## src/rtl/inst_buffer.sv

```systemverilog
// Instruction buffer: 2-in / 2-out FIFO between fetch and the dual decoder slots, one-cycle flush.
// Latency: an entry pushed at edge N is visible on out_* after that edge; no same-cycle bypass.
// Backpressure: fetch_ready only when two entries are free; decoders pop in order via dec_ready.
module inst_buffer #(
    parameter int DEPTH = 16,
    parameter int PTR_W = 4
) (
    input  logic             clk,
    input  logic             rst,
    input  logic             flush,
    input  logic [1:0]       in_valid,
    input  logic [31:0]      in_pc0,
    input  logic [31:0]      in_pc1,
    input  logic [31:0]      in_inst0,
    input  logic [31:0]      in_inst1,
    input  logic [7:0]       in_exc0,
    input  logic [7:0]       in_exc1,
    output logic             fetch_ready,
    input  logic [1:0]       dec_ready,
    output logic [1:0]       out_valid,
    output logic [31:0]      out_pc0,
    output logic [31:0]      out_pc1,
    output logic [31:0]      out_inst0,
    output logic [31:0]      out_inst1,
    output logic [7:0]       out_exc0,
    output logic [7:0]       out_exc1,
    output logic [PTR_W:0]   count
);

    typedef struct packed {
        logic [31:0] pc;
        logic [31:0] inst;
        logic [7:0]  exc;
    } entry_t;

    localparam logic [PTR_W:0]   CNT_ONE  = (PTR_W+1)'(1);
    localparam logic [PTR_W:0]   CNT_TWO  = (PTR_W+1)'(2);
    localparam logic [PTR_W:0]   CNT_PUSH = (PTR_W+1)'(DEPTH - 2);
    localparam logic [PTR_W-1:0] PTR_ONE  = PTR_W'(1);

    entry_t           mem_q [DEPTH];
    logic [PTR_W-1:0] rd_q, rd_d;
    logic [PTR_W-1:0] wr_q, wr_d;
    logic [PTR_W:0]   count_q, count_d;

    logic [PTR_W-1:0] rd1, wr1;
    logic [1:0]       push_n;
    logic [1:0]       pop_n;
    logic             pop0, pop1;
    logic             wr0_en, wr1_en;
    entry_t           head0, head1;

    assign count       = count_q;
    // Two free slots are required so a full pair never has to be split.
    assign fetch_ready = (count_q <= CNT_PUSH);
    assign out_valid   = {(count_q >= CNT_TWO), (count_q >= CNT_ONE)};

    assign rd1   = rd_q + PTR_ONE;
    assign wr1   = wr_q + PTR_ONE;
    assign head0 = mem_q[rd_q];
    assign head1 = mem_q[rd1];

    always_comb begin
        push_n = 2'd0;
        if (fetch_ready && in_valid[0]) begin
            push_n = in_valid[1] ? 2'd2 : 2'd1;
        end

        pop0  = out_valid[0] & dec_ready[0];
        pop1  = pop0 & out_valid[1] & dec_ready[1];
        pop_n = {1'b0, pop0} + {1'b0, pop1};

        wr0_en = !rst && !flush && (push_n != 2'd0);
        wr1_en = !rst && !flush && (push_n == 2'd2);

        rd_d    = rd_q + PTR_W'(pop_n);
        wr_d    = wr_q + PTR_W'(push_n);
        count_d = count_q + (PTR_W+1)'(push_n) - (PTR_W+1)'(pop_n);
        if (rst || flush) begin
            rd_d    = '0;
            wr_d    = '0;
            count_d = '0;
        end
    end

    always_ff @(posedge clk) begin
        rd_q    <= rd_d;
        wr_q    <= wr_d;
        count_q <= count_d;
    end

    always_ff @(posedge clk) begin
        if (wr0_en) begin
            mem_q[wr_q] <= '{pc: in_pc0, inst: in_inst0, exc: in_exc0};
        end
        if (wr1_en) begin
            mem_q[wr1] <= '{pc: in_pc1, inst: in_inst1, exc: in_exc1};
        end
    end

    always_comb begin
        out_pc0   = '0;
        out_inst0 = '0;
        out_exc0  = '0;
        out_pc1   = '0;
        out_inst1 = '0;
        out_exc1  = '0;
        if (out_valid[0]) begin
            out_pc0   = head0.pc;
            out_inst0 = head0.inst;
            out_exc0  = head0.exc;
        end
        if (out_valid[1]) begin
            out_pc1   = head1.pc;
            out_inst1 = head1.inst;
            out_exc1  = head1.exc;
        end
    end

endmodule

```

## config.mk

```make
export PLATFORM = sky130hd
export DESIGN_NAME = inst_buffer
export DESIGN_NICKNAME = d
export VERILOG_FILES = /design/src/rtl/inst_buffer.sv
export SDC_FILE = /design/constraint.sdc
export NUM_CORES = 2
export LEC_CHECK = 0
export CORE_ASPECT_RATIO = 2
export CORE_MARGIN = 10
export CORE_UTILIZATION = 45
export DETAILED_ROUTE_END_ITERATION = 10
export PLACE_DENSITY = 0.58
export SKIP_LAST_GASP = 1
export SLEW_MARGIN = 20
export SYNTH_ARGS = -nofsm -noshare
export SYNTH_HDL_FRONTEND = slang
export SYNTH_SLANG_ARGS = --single-unit
```

## constraint.sdc

```tcl
create_clock -name clk -period 6.1 [get_ports clk]
set_input_delay 0.61 -clock clk [delete_from_list [all_inputs] [get_ports clk]]
set_output_delay 0.61 -clock clk [all_outputs]
set_load 0.01 [all_outputs]
```

; ---- Word level (Yosys, flattened, before mapping)
; Memory sizes are Yosys's and may differ from the RTL's. A register that Yosys moved wholly into a read port is not among the register bits.
; Cells that the tools add are included.
[totals]
ff_bits = 13
ram_bits = 1152
in_bits = 151
out_inout_bits = 152
elab_cells = 39
n_memories = 1
[classes]
add_sub_neg = 7
n_lt_le_gt_ge = 3
n_eq_ne = 1
muxes = 13
n_bitwise = 3
n_reduce_logical = 8
[memory_table]
columns = name, words, width, rd, rd_ports_with_merged_regs, write_ports, line
row1 = mem_q, 16, 72, 2, 1, 2, 41  ; entry_t mem_q [DEPTH];
[op_table]
columns = operator, n
row1 = two-way mux 32 bit, 4
row2 = two-way mux 8 bit, 2
row3 = adder 4 x 1 -> 4 bit (second input constant), 2
row4 = adder 4 x 2 -> 4 bit, 2
row5 = adder 5 x 2 -> 5 bit, 1
row6 = greater-or-equal comparator 5 x 1 -> 1 bit (second input constant), 1
row7 = greater-or-equal comparator 5 x 2 -> 1 bit (second input constant), 1
row8 = less-or-equal comparator 5 x 4 -> 1 bit (second input constant), 1
row9 = subtractor 5 x 2 -> 5 bit, 1
row10 = logical AND 1 bit, 4
row11 = two-way mux 1 bit, 4
row12 = two-way mux 2 bit, 2
row13 = two-way mux 4 bit, 1
row14 = bitwise AND 1 bit, 3
row15 = adder 1 x 1 -> 2 bit, 1
row16 = equality test 2 bit (second input constant), 1
row17 = zero test 1 bit, 2
row18 = nonzero test 2 bit, 1
row19 = logical OR 1 bit, 1

; ---- Longest topological paths before layout
[depth]
depth_word = 7
ltp_mapped = 14
ltp_nobuf = 14

; ---- Worst setup path before layout
; Ideal clock, no wire load.
[synth_path]
kind = reg-to-reg
start = reg count_q[4], in the netlist count[4]
end = mem mem_q[0][0] (netlist name), enable pin
setup_ns = 0.527
t_arrival_ns = 5.189
required_ns = 5.573
path_slack_ns = 0.383
stages_incl_launch_ff = 7
path_buffers = 0
synth_period_minus_slack_ns = 5.717
cell_sequence = dfxtp_1 clkinv_1 ha_1 nand3_2 o21a_1 nand3_1 o22ai_1
[synth_lines]
columns = element, line
row1 = start: declaration, 44  ; logic [PTR_W:0] count_q, count_d;
row2 = start signal: assignment, 89  ; count_q <= count_d;
row3 = end: declaration, 41

; ---- Worst setup path after layout
[layout_path]
start = reg count_q[4], in the netlist count[4]
end = out out_inst0[8]
[layout_between]
elab_chain_len = 2
[layout_rtl]
columns = element, line
row1 = greater-or-equal comparator 5 x 1 -> 1 bit, 56  ; assign out_valid = {(count_q >= CNT_TWO), (count_q >= CNT_ONE)};
row2 = two-way mux 32 bit, 108  ; if (out_valid[0]) begin
row3 = end: declaration, 23  ; output logic [31:0] out_inst0,
; No other way between the ends.

==> results_dict.tcl <==
set metrics [dict create \
    critPathMaxStageDelay_ps 670 \
    areaGrowthSynthToFinish_pct 12.2 \
    synth_edf_count 1152 \
    io_buffers 302 \
    power.density_nw_per_um2 306 \
    synth_nets 4078 \
    track_usage 0.275 \
    timing.rr.start "count[2]" \
    cts-root-buf "clkbuf_16" \
    peakVddDrop_mv 0.354 \
    fin_crit_sh 0.866 \
    grt_pass1_vias 43020 \
    endpoint "out_inst0[8]" \
    r2r_cells 6 \
    yosys.area.top_type "edfxtp_1" \
    tightestPinTransition_ps 1120 \
    setup_tns_ps 0 \
    overflow 0 \
    final_area_sq_um 76800 \
    setup_viol 0 \
    r2r_end "mem_q[7][9]" \
    leakagePower_uw 0.0227 \
    critPathTopFamily "buffers and inverters" \
    clock_tree.buffer_depth 3 \
    clk_pin_slew_ps 70 \
    synthFlopType "edfxtp_1" \
    drt_wl_total_um 233000 \
    drive_above_1_share 0.482 \
    synth_top_area_frac 0.505 \
    startpoint "count[4]" \
    place.gp.congestion 0.794 \
    dp_hpwl_um 131000 \
    cp-end-kind "output pin" \
    yosysMostFrequentCell "edfxtp_1" \
    coreArea_sq_um 151000 \
    yosysWarnings 0 \
    viasPerCell 6.70 \
    synth-seq-cells 1165 \
    die_w_um 296 \
    final.min_clock_period_ps 5280 \
    die_y_um 572 \
    ant_nets 0 \
    synth.yosys.seq_area_share 0.509 \
    clock-skew-final_ps 27.2 \
    cts_tree "yes" \
    syn_area_per_cell_sq_um 17.5 \
    holdPathStages 2 \
    grt_max_degree 115 \
    fmax_ghz 0.189 \
    grt_antenna_before_repair 32 \
    regToRegSetupSlack_ps 2090 \
    setup.worst_path.class "reg2out" \
    first_pass_iters 6 \
    wl_per_cell_um 38.7 \
    cts_resized 0 \
    row_count 202 \
    drc 0 \
    synth_area_sq_um 68500 \
    num_vias 40303 \
    fin_nets 4152 \
    grt_pass1_wl_um 331000 \
    die_area_sq_um 169000 \
    clkLatencyLatePin_ps 730 \
    drt_iter0_markers 3837 \
    outcome "complete, no violations" \
    critPathSlowestCell "clkdlybuf4s50_1" \
    critical_path_required_ps 5490 \
    nFillCells 12446 \
    ctsHoldBuffers 0 \
    synth.distinct_cells 45 \
    hold_path.class "reg2reg" \
    finalHoldViolCount 0 \
    cts.sinks 1165 \
    initial_core_util 0.452 \
    maxSlewHeadroom 0.251 \
    slew_viol_final 0 \
    htreeDepth 3 \
    crit_chain "clkinv_1, ha_1, or3b_2, or2_0, nand2_4, buf_4, o22ai_1, clkdlybuf4s50_1" \
    postLayoutCoreUtil 0.507 \
    maxCapViolations 0 \
    synth.area.top_cells "edfxtp_1 51%, mux4_2 19%, mux2_2 16%" \
    synth-async-reset-ratio 0 \
    numCtsBuffers 112 \
    cp_num_buf_inv 3 \
    fin_hold_ws_ps 629 \
    postCtsSetupBuffers 0 \
    synth_commonest_cells "1152 x edfxtp_1, 993 x mux2_2, 576 x mux4_2" \
    rsz0062_at_grt "false" \
    cp_num_cells 8 \
    worst-path-max-fanout 33 \
    postSynthCellCount 3908 \
    io_pins 303 \
    worst_setup_path_start_kind "flop" \
    placedInstanceArea_sq_um 73100 \
    cp.arrival_ps 4670 \
]
==> layout by cell type, fill, tap and decap left out, types with 5 or more instances in the layout <==
| master | n |
|---|---|
| and2_1 | 6 |
| buf_12 | 40 |
| buf_4 | 68 |
| bufinv_16 | 12 |
| clkbuf_1 | 23 |
| clkbuf_16 | 116 |
| clkdlybuf4s50_1 | 302 |
| clkinv_1 | 24 |
| clkinv_2 | 14 |
| clkinvlp_4 | 7 |
| dfxtp_1 | 10 |
| diode_2 | 12 |
| edfxtp_1 | 1152 |
| ha_1 | 14 |
| inv_1 | 10 |
| mux2_1 | 89 |
| mux2_2 | 993 |
| mux2_4 | 70 |
| mux2i_1 | 288 |
| mux4_2 | 576 |
| nand3_1 | 6 |
| nor2_1 | 10 |
| nor2_4 | 9 |
| nor2_8 | 7 |
| o22ai_1 | 144 |
| o22ai_4 | 16 |
| xnor2_1 | 5 |
==> worst min path at each step <==
| stage | start | to | slack (ps) |
|---|---|---|---|
| after CTS | rd_q[3] | rd_q[3] | 630 |
| after detailed placement | rd_q[3] | rd_q[3] | 610 |
| after global routing | rd_q[3] | rd_q[3] | 670 |
| after global placement | rd_q[3] | rd_q[3] | 610 |
| after floorplan | rd_q[3] | rd_q[3] | 540 |
| final | rd_q[3] | rd_q[3] | 630 |
==> cells by family (layout without fill, tap and decap cells) <==
kind of cell	after synthesis	after routing	share of synthesized area
AOI/OAI and AO/OA	172	172	0.0166
buffers and inverters	463	623	0.0359
other	0	12	0
xor gates and xnor gates	9	9	0.00115
DFF	1165	1165	0.509
adders and majority gates	19	19	0.00391
muxes	2016	2016	0.425
and+or+nand+nor	64	64	0.00839
==> final cells by class <==
| cell class | count | area, sq um | area share |
|---|---|---|---|
| clock buffers | 139 | 2990 | 0.0389 |
| clock inverters | 61 | 621 | 0.00808 |
| multi-input cells | 2280 | 31400 | 0.409 |
| repair buffers | 412 | 4390 | 0.0572 |
| flip-flops and latches | 1165 | 34900 | 0.454 |
| well taps | 1938 | 2420 | 0.0316 |
| diodes | 12 | 30.0 | 0.000391 |
| inverters | 11 | 41.3 | 0.000538 |
==> flip-flops by register name, indices dropped and copies added, names as in the netlist <==
name   cells
count      5
rd_q       4
mem_q   1152
wr_q       4
==> per-layer routing <==
metal,share of wire,global-route usage,routed length (um)
met1,0.39,0.348,90800
met2,0.52,0.480,121000
met3,0.061,0.0385,14100
met4,0.031,0.0871,7210
met5,0.00036,0,84
==> stage by stage <==
stage	std cells	setup WS, ps	power (uW)
2_1_floorplan	3908	383	13100
3_3_place_gp	5803	1640	16500
3_5_place_dp	5805	1600	16600
4_1_cts	6005	805	23700
5_1_grt	6015	762	24300
6_report	6018	818	23500
==> worst register-to-register path: stages (launching register included) <==
cell     delay (ps)
dfxtp_1         460
ha_1            180
nor2b_1         700
o21a_1          400
nand3_1         410
o22ai_4         890
buf_4           560
==> where the power goes <==
group	leakage, uW	internal, uW	total (uW)	switching [uW]
Combinational	0.0105	3410	7420	4010
Sequential	0.0105	8870	8940	72.5
Clock	0.00174	3960	7170	3210
(Power assumes the default switching activity.)
